--- src/rtl/raster_tile_fetch_pkg.sv ---
// Shared types for the raster tile fetch front end.
//   raster_dcrs_t  : fetch configuration (tile buffer base, tile count, destination size)
//   raster_tile_t  : tile descriptor handed to the tile rasterizer
//   fetch_state_t  : fetch controller states
//   unpack_tile_rec: maps the low 48 bits of an 8-byte tile record onto a raster_tile_t
package raster_tile_fetch_pkg;

    localparam int RASTER_TILE_BITS      = 16;
    localparam int RASTER_PID_BITS       = 16;
    localparam int RASTER_TILE_REC_BYTES = 8;
    localparam int RASTER_CNT_BITS       = RASTER_TILE_BITS + 1;

    typedef struct packed {
        logic [31:0]                 tbuf_addr;
        logic [RASTER_TILE_BITS-1:0] tile_count;
        logic [15:0]                 dst_width;
        logic [15:0]                 dst_height;
    } raster_dcrs_t;

    typedef struct packed {
        logic [RASTER_TILE_BITS-1:0] tile_x;
        logic [RASTER_TILE_BITS-1:0] tile_y;
        logic [RASTER_PID_BITS-1:0]  pid;
    } raster_tile_t;

    typedef enum logic [1:0] {
        ST_IDLE  = 2'd0,
        ST_FETCH = 2'd1,
        ST_DRAIN = 2'd2
    } fetch_state_t;

    // Record layout: [15:0] tile_x, [31:16] tile_y, [PID+31:32] pid.
    function automatic raster_tile_t unpack_tile_rec(input logic [RASTER_PID_BITS+31:0] rec);
        raster_tile_t t;
        t.tile_x = rec[15:0];
        t.tile_y = rec[31:16];
        t.pid    = rec[RASTER_PID_BITS+31:32];
        return t;
    endfunction

endpackage

--- src/rtl/raster_tile_fetch_rob.sv ---
// Reorder buffer for tile records.
// Slots are allocated in order at the tail when a read is issued, filled out of
// order by tagged responses, and released in order from the head.
// Ports:
//   clk, reset          clock, asynchronous active-low reset
//   alloc               read request fired: mark slot[tail] pending, advance tail
//   tail, tail_free     current tail index and whether that slot can be allocated
//   fill_valid/tag/data response write into slot[fill_tag]
//   head_filled/data    head slot status and contents
//   head_release        head slot consumed: free it, advance head
module raster_tile_rob
    import raster_tile_fetch_pkg::*;
#(
    parameter int NUM_SLOTS = 4,
    parameter int TAG_WIDTH = $clog2(NUM_SLOTS)
) (
    input  logic                 clk,
    input  logic                 reset,
    input  logic                 alloc,
    output logic [TAG_WIDTH-1:0] tail,
    output logic                 tail_free,
    input  logic                 fill_valid,
    input  logic [TAG_WIDTH-1:0] fill_tag,
    input  raster_tile_t         fill_data,
    output logic                 head_filled,
    output raster_tile_t         head_data,
    input  logic                 head_release
);

    logic [TAG_WIDTH-1:0] head_reg;
    logic [TAG_WIDTH-1:0] tail_reg;
    logic [NUM_SLOTS-1:0] pending;
    logic [NUM_SLOTS-1:0] filled;
    raster_tile_t         slot_data [NUM_SLOTS];

    genvar gi;
    generate
        for (gi = 0; gi < NUM_SLOTS; gi++) begin : g_slot
            logic         slot_pending_reg;
            logic         slot_filled_reg;
            raster_tile_t slot_data_reg;
            logic         hit_alloc;
            logic         hit_fill;
            logic         hit_release;

            assign hit_alloc   = alloc && (tail_reg == TAG_WIDTH'(gi));
            assign hit_fill    = fill_valid && (fill_tag == TAG_WIDTH'(gi));
            assign hit_release = head_release && (head_reg == TAG_WIDTH'(gi));

            // A slot is allocated only when neither pending nor filled, and is
            // released only when filled, so alloc/fill/release never collide
            // on the same slot in one cycle.
            always_ff @(posedge clk or negedge reset) begin
                if (!reset) begin
                    slot_pending_reg <= 1'b0;
                    slot_filled_reg  <= 1'b0;
                    slot_data_reg    <= '0;
                end else begin
                    if (hit_alloc) begin
                        slot_pending_reg <= 1'b1;
                    end else if (hit_fill) begin
                        slot_pending_reg <= 1'b0;
                    end
                    if (hit_fill) begin
                        slot_filled_reg <= 1'b1;
                        slot_data_reg   <= fill_data;
                    end else if (hit_release) begin
                        slot_filled_reg <= 1'b0;
                    end
                end
            end

            assign pending[gi]   = slot_pending_reg;
            assign filled[gi]    = slot_filled_reg;
            assign slot_data[gi] = slot_data_reg;
        end
    endgenerate

    always_ff @(posedge clk or negedge reset) begin
        if (!reset) begin
            head_reg <= '0;
            tail_reg <= '0;
        end else begin
            if (alloc) begin
                tail_reg <= tail_reg + 1'b1;
            end
            if (head_release) begin
                head_reg <= head_reg + 1'b1;
            end
        end
    end

    // Status comes from registered bits only, so a slot released this cycle
    // becomes allocatable next cycle.
    assign tail        = tail_reg;
    assign tail_free   = !pending[tail_reg] && !filled[tail_reg];
    assign head_filled = filled[head_reg];
    assign head_data   = slot_data[head_reg];

    a_fill_pending : assert property (@(posedge clk) disable iff (!reset)
        fill_valid |-> pending[fill_tag]);

endmodule

--- src/rtl/raster_tile_fetch.sv ---
// Raster tile fetch: walks the tile buffer, issues one 8-byte read per tile
// record (up to NUM_SLOTS in flight), reorders responses and emits tile
// descriptors in buffer order.
// Optional feature macro: RASTER_TILE_CULL_EN -- drops tiles whose pixel origin
// lies outside dst_width/dst_height; such tiles retire without tile_valid.
// Ports:
//   clk, reset                  clock, asynchronous active-low reset
//   start, dcrs                 start pulse and configuration (sampled on accepted start)
//   busy, done                  fetch in progress, one-cycle completion pulse
//   mem_req_*                   read request channel (tag = reorder slot)
//   mem_rsp_*                   read response channel (always accepted)
//   tile_valid/data/ready       descriptor output stream
module raster_tile_fetch
    import raster_tile_fetch_pkg::*;
#(
    parameter int TILE_LOGSIZE = 5,
    parameter int NUM_SLOTS    = 4,
    parameter int TAG_WIDTH    = $clog2(NUM_SLOTS)
) (
    input  logic                 clk,
    input  logic                 reset,
    input  logic                 start,
    input  raster_dcrs_t         dcrs,
    output logic                 busy,
    output logic                 done,
    output logic                 mem_req_valid,
    output logic [31:0]          mem_req_addr,
    output logic [TAG_WIDTH-1:0] mem_req_tag,
    input  logic                 mem_req_ready,
    input  logic                 mem_rsp_valid,
    input  logic [63:0]          mem_rsp_data,
    input  logic [TAG_WIDTH-1:0] mem_rsp_tag,
    output logic                 mem_rsp_ready,
    output logic                 tile_valid,
    output raster_tile_t         tile_data,
    input  logic                 tile_ready
);

    fetch_state_t               state_reg;
    fetch_state_t               state_next;
    logic [31:0]                tbuf_addr_reg;
    logic [RASTER_CNT_BITS-1:0] tile_count_reg;
    logic [RASTER_CNT_BITS-1:0] issue_cnt_reg;
    logic [RASTER_CNT_BITS-1:0] retire_cnt_reg;
    logic                       done_reg;

    logic         start_accept;
    logic         req_fire;
    logic         tail_free;
    logic         head_filled;
    logic         head_culled;
    logic         head_release;
    logic         last_issue;
    logic         last_retire;
    raster_tile_t head_data;

    assign start_accept = start && (state_reg == ST_IDLE);
    assign req_fire     = mem_req_valid && mem_req_ready;
    assign head_release = (tile_valid && tile_ready) || (head_filled && head_culled);
    assign last_issue   = req_fire && ((issue_cnt_reg + 1'b1) == tile_count_reg);
    assign last_retire  = head_release && ((retire_cnt_reg + 1'b1) == tile_count_reg);

    raster_tile_rob #(
        .NUM_SLOTS (NUM_SLOTS),
        .TAG_WIDTH (TAG_WIDTH)
    ) u_rob (
        .clk          (clk),
        .reset        (reset),
        .alloc        (req_fire),
        .tail         (mem_req_tag),
        .tail_free    (tail_free),
        .fill_valid   (mem_rsp_valid),
        .fill_tag     (mem_rsp_tag),
        .fill_data    (unpack_tile_rec(mem_rsp_data[RASTER_PID_BITS+31:0])),
        .head_filled  (head_filled),
        .head_data    (head_data),
        .head_release (head_release)
    );

    // State register
    always_ff @(posedge clk or negedge reset) begin
        if (!reset) begin
            state_reg <= ST_IDLE;
        end else begin
            state_reg <= state_next;
        end
    end

    // Next-state logic; an empty job never leaves IDLE.
    always_comb begin
        state_next = state_reg;
        case (state_reg)
            ST_IDLE:  if (start && (dcrs.tile_count != '0)) state_next = ST_FETCH;
            ST_FETCH: if (last_issue)  state_next = ST_DRAIN;
            ST_DRAIN: if (last_retire) state_next = ST_IDLE;
            default:  state_next = ST_IDLE;
        endcase
    end

    // Outputs
    always_comb begin
        busy          = (state_reg != ST_IDLE);
        done          = done_reg;
        mem_req_valid = (state_reg == ST_FETCH) && tail_free && (issue_cnt_reg < tile_count_reg);
        mem_req_addr  = tbuf_addr_reg + (32'(issue_cnt_reg) << $clog2(RASTER_TILE_REC_BYTES));
        mem_rsp_ready = 1'b1;
        tile_valid    = head_filled && !head_culled;
        tile_data     = head_data;
    end

    // Job counters and latched configuration
    always_ff @(posedge clk or negedge reset) begin
        if (!reset) begin
            tbuf_addr_reg  <= '0;
            tile_count_reg <= '0;
            issue_cnt_reg  <= '0;
            retire_cnt_reg <= '0;
            done_reg       <= 1'b0;
        end else begin
            done_reg <= (start_accept && (dcrs.tile_count == '0)) || last_retire;
            if (start_accept) begin
                tbuf_addr_reg  <= dcrs.tbuf_addr;
                tile_count_reg <= RASTER_CNT_BITS'(dcrs.tile_count);
                issue_cnt_reg  <= '0;
                retire_cnt_reg <= '0;
            end else begin
                if (req_fire) begin
                    issue_cnt_reg <= issue_cnt_reg + 1'b1;
                end
                if (head_release) begin
                    retire_cnt_reg <= retire_cnt_reg + 1'b1;
                end
            end
        end
    end

    logic unused_rsp_bits;
    assign unused_rsp_bits = ^mem_rsp_data[63:RASTER_PID_BITS+32];

`ifdef RASTER_TILE_CULL_EN
    logic [15:0] dst_width_reg;
    logic [15:0] dst_height_reg;

    always_ff @(posedge clk or negedge reset) begin
        if (!reset) begin
            dst_width_reg  <= '0;
            dst_height_reg <= '0;
        end else if (start_accept) begin
            dst_width_reg  <= dcrs.dst_width;
            dst_height_reg <= dcrs.dst_height;
        end
    end

    // Widen before shifting so large tile coordinates cannot wrap into range.
    assign head_culled = ((32'(head_data.tile_x) << TILE_LOGSIZE) >= 32'(dst_width_reg)) ||
                         ((32'(head_data.tile_y) << TILE_LOGSIZE) >= 32'(dst_height_reg));
`else
    logic unused_cull_cfg;
    assign head_culled     = 1'b0;
    assign unused_cull_cfg = (^{dcrs.dst_width, dcrs.dst_height}) ^ (TILE_LOGSIZE != 0);
`endif

endmodule
--- config.mk ---
export PLATFORM = sky130hd
export DESIGN_NAME = raster_tile_fetch
export DESIGN_NICKNAME = d
export VERILOG_FILES = /design/src/rtl/raster_tile_fetch_pkg.sv /design/src/rtl/raster_tile_fetch_rob.sv /design/src/rtl/raster_tile_fetch.sv
export SDC_FILE = /design/constraint.sdc
export NUM_CORES = 1
export LEC_CHECK = 0
export CORE_ASPECT_RATIO = 1.1
export CORE_UTILIZATION = 45
export CTS_BUF_LIST = sky130_fd_sc_hd__clkbuf_2
export DETAILED_ROUTE_END_ITERATION = 7
export MAX_ROUTING_LAYER = met4
export PLACE_DENSITY = 0.68
export SKIP_LAST_GASP = 1
export SLEW_MARGIN = 20
export SYNTH_ARGS = -nofsm -noshare
export SYNTH_HDL_FRONTEND = slang
export SYNTH_HIERARCHICAL = 1
export SYNTH_SLANG_ARGS = --single-unit
--- constraint.sdc ---
create_clock -name clk -period 3.5 [get_ports clk]
set_input_delay 0.7 -clock clk [delete_from_list [all_inputs] [get_ports clk]]
set_output_delay 0.7 -clock clk [all_outputs]
set_load 0.01 [all_outputs]
==> out/qor.yml <==
setup_violations: 22
postRouteAntennaNets: 0
unrepaired_setup_endpoints_after_global_routing: "true"
drc: 0
grt_pass1_wl_um: 59290
worst_ep_required_time_ps: 2800
critPathCaptureType: "output port"
yosys_warnings: 6
globalRoute.totalOverflow: 0
synth_edf_count: 0
synthesis.instances: 1275
postSynthRegisterBits: 289
fill_cells: 2726
cp_slowest_stage_delay_ps: 420
p_leak_uw: 0.008560
critical_path.cell_chain: "ha_4, a211o_1, o31a_1, a211o_1, o41ai_2, buf_4, buf_6, nand2b_4, xnor2_2, buf_2"
synthDistinctLibCells: 68
drv_slew: 0
die_area_um2: 33910
insertion_delay_ps: 940
post-synth-top-area-fraction: 0.4844
grt_pass1_vias: 11830
avg_inst_size_synth_um2: 11.71
initial_antenna_violation_count: 2
worstPathMaxFanout: 5
violations: "setup timing"
post-dp-hpwl_um: 23770
worst_clock_skew_ps: 47.74
wl_per_cell_um: 17.83
max_cap_violations: 0
peakVddDrop_mv: 0.3845
via_per_inst: 5.442
gp_congestion: 0.8805
synth_area_um2: 14930
ys.flop_type: "dfrtp_1"
hp-class: "in -> reg"
start_util: 0.4600
syn_nets: 1471
layout_min_cycle_time_ps: 4045
yosys-top-cells-area: "dfrtp_1 48%, mux2_2 14%, mux4_2 7.5%"
cts_tree: "done"
total_power_uw: 13060
biggest_area_consumer_among_synthesized_cells: "dfrtp_1"
portBuffers: 189
critPathArrivalTime_ps: 3350
area_taken_by_multi_input_logic_gates_um2: 7496
cts_inserted_buffers: 80
clock-sinks: 289
timing_hold_violations_final: 0
min_period_over_period: 1.156
grt_usage: 0.2291
layout_common_cells: "285 x dfrtp_1, 190 x mux2_2, 149 x nand2_1"
grt_max_degree: 79
critical-path-top-delay-family: "compound AO/OA/AOI/OAI gates"
final_common_cell: "dfrtp_1"
max_freq_mhz: 247.2
synthArstFlopShare: 1.000
max_ffs_per_register: 192
slowest_stage: "dfrtp_1"
cts_buffer_depth: 3
firstDrtPassIters: 5
final.hold.worst_slack_ps: 262.1
post-place-cells: 1879
ios: 239
layout_setup_ws_ps: -545.0
setup.reg_to_reg.worst_slack_ps: 290
power-per-cell-area_nw_per_um2: 691.5
sequential_cell_area_um2: 7239
worst_setup_hold_path_clk_slew_ps: 110
finalWirelength_um: 36430
yosysSeqAreaShare: 0.4844
start_kind: "register"
timing_worst_slew_pin_value_ps: 828.4
cts_root_buffer: "clkbuf_2"
dieHeight_um: 193.0
via_count: 11120
finalNetCount: 1759
placement_rows: 69
clock_tree.htree_level_count: 3
area_growth_pct: 26.49
run_status: "complete, but fails checks"
finish.cell_count_without_fillers: 2043
timing.setup.critical_path_class: "reg -> out"
layout-drive-gt1-share: 0.3300
design.core.area_um2: 32460
placement.setup.worst_slack_ps: -245.0
finalCoreUtilization: 0.5818
floorplan.die.width_um: 175.7
worstPathBufferInverterCount: 3
timing.slew.headroom: 0.4427
drt_first_iter_violations: 545
timing.critical_path.mode_cell: "a211o_1"
==> where the power goes <==
group | switching (uW) | internal (uW)
combinational | 2720 | 3200
clock | 1400 | 1170
sequential | 506 | 4060
total | 4630 | 8430
==> per-stage QoR <==
| step | setup TNS [ps] | instance area [um^2] |
|---|---|---|
| global placement | -1926 | 17560 |
| detailed placement | -2213 | 17560 |
| floorplan | 0 | 14930 |
| global route | -12330 | 18890 |
| finish | -8155 | 18890 |
| CTS | -13440 | 18630 |
==> final timing paths <==
| check | start | endpoint | cells after the start |
|---|---|---|---|
| setup reg to reg | retire_cnt_reg[0] | state_reg[1] | 8 |
| setup / recovery | tbuf_addr_reg[9] | mem_req_addr[26] | 10 |
| hold reg to reg | tbuf_addr_reg[2] | tbuf_addr_reg[2] | 2 |
| hold / removal | dcrs[78] | tbuf_addr_reg[30] | 3 |
| max in group asynchronous | reset | u_rob/g_slot[2].slot_data_reg[24] | 3 |
| min in group asynchronous | reset | tbuf_addr_reg[0] | 2 |
==> worst min-delay path: stages <==
cell,delay [ps]
clkdlybuf4s50_1,390
nand2_1,60
nand2_1,40
==> repair_timing <==
action,CTS,global route
hold endpoints to repair,74,0
resized for setup,173,51
pin swaps,26,20
endpoints found under the setup margin,76,55
buffers inserted,18,10
hold buffers,1,0
cloned,3,0
==> cell usage after synthesis (3+ instances only) <==
cell and number:
dfrtp_1 289, mux2_2 190, nand2_1 153, o21ai_0 67
nor2_1 66, mux4_2 50, inv_1 49, xnor2_1 44
ha_1 43, clkbuf_1 32, a21oi_1 31, buf_2 21
nand3_1 21, xor2_1 21, nor3_1 14, nor4_1 13
buf_4 12, nand4_1 12, nor2b_1 10, a21o_1 8
and3_1 8, a211oi_1 7, a31oi_1 7, mux2i_1 7
nand2b_1 7, and2_1 6, o21a_1 6, o2111ai_1 5
o211ai_1 5, or3_1 5, a21bo_2 4, mux2_1 4
o31ai_1 4, a211o_1 3, a22o_1 3, a41oi_1 3
and4_1 3, nand3b_1 3, or4_1 3
==> per-layer routing <==
metal,vias up,part of all wire,GRT usage
met5,-,0,-
met4,0,0.023,0.09298
met3,61,0.069,0.06569
met2,289,0.49,0.3721
met1,5592,0.41,0.2680
li1,5177,-,-
==> kinds of logic (layout without fill, tap and decap cells) <==
group | count (synthesis) | count (layout) | synth area share
AND/OR/NAND/NOR | 334 | 334 | 0.1047
other | 1 | 3 | 0.0002512
multiplexers | 251 | 251 | 0.2264
AO/OA/AOI/OAI | 174 | 174 | 0.07408
adder cells (fa/ha/maj) | 44 | 44 | 0.03738
XOR/XNOR | 65 | 65 | 0.03813
buffers and inverters | 117 | 457 | 0.03469
flip-flops | 289 | 289 | 0.4844
==> area by class of cell <==
type / instances / share of cell area
antenna: 2 / 0.0002650
clock buffer: 117 / 0.03101
clock inverter: 17 / 0.009209
inverter: 49 / 0.009739
multi-input combinational: 869 / 0.3969
sequential: 289 / 0.3833
tap: 426 / 0.02822
timing repair buffer: 274 / 0.1413
(Power assumes the default switching activity.)
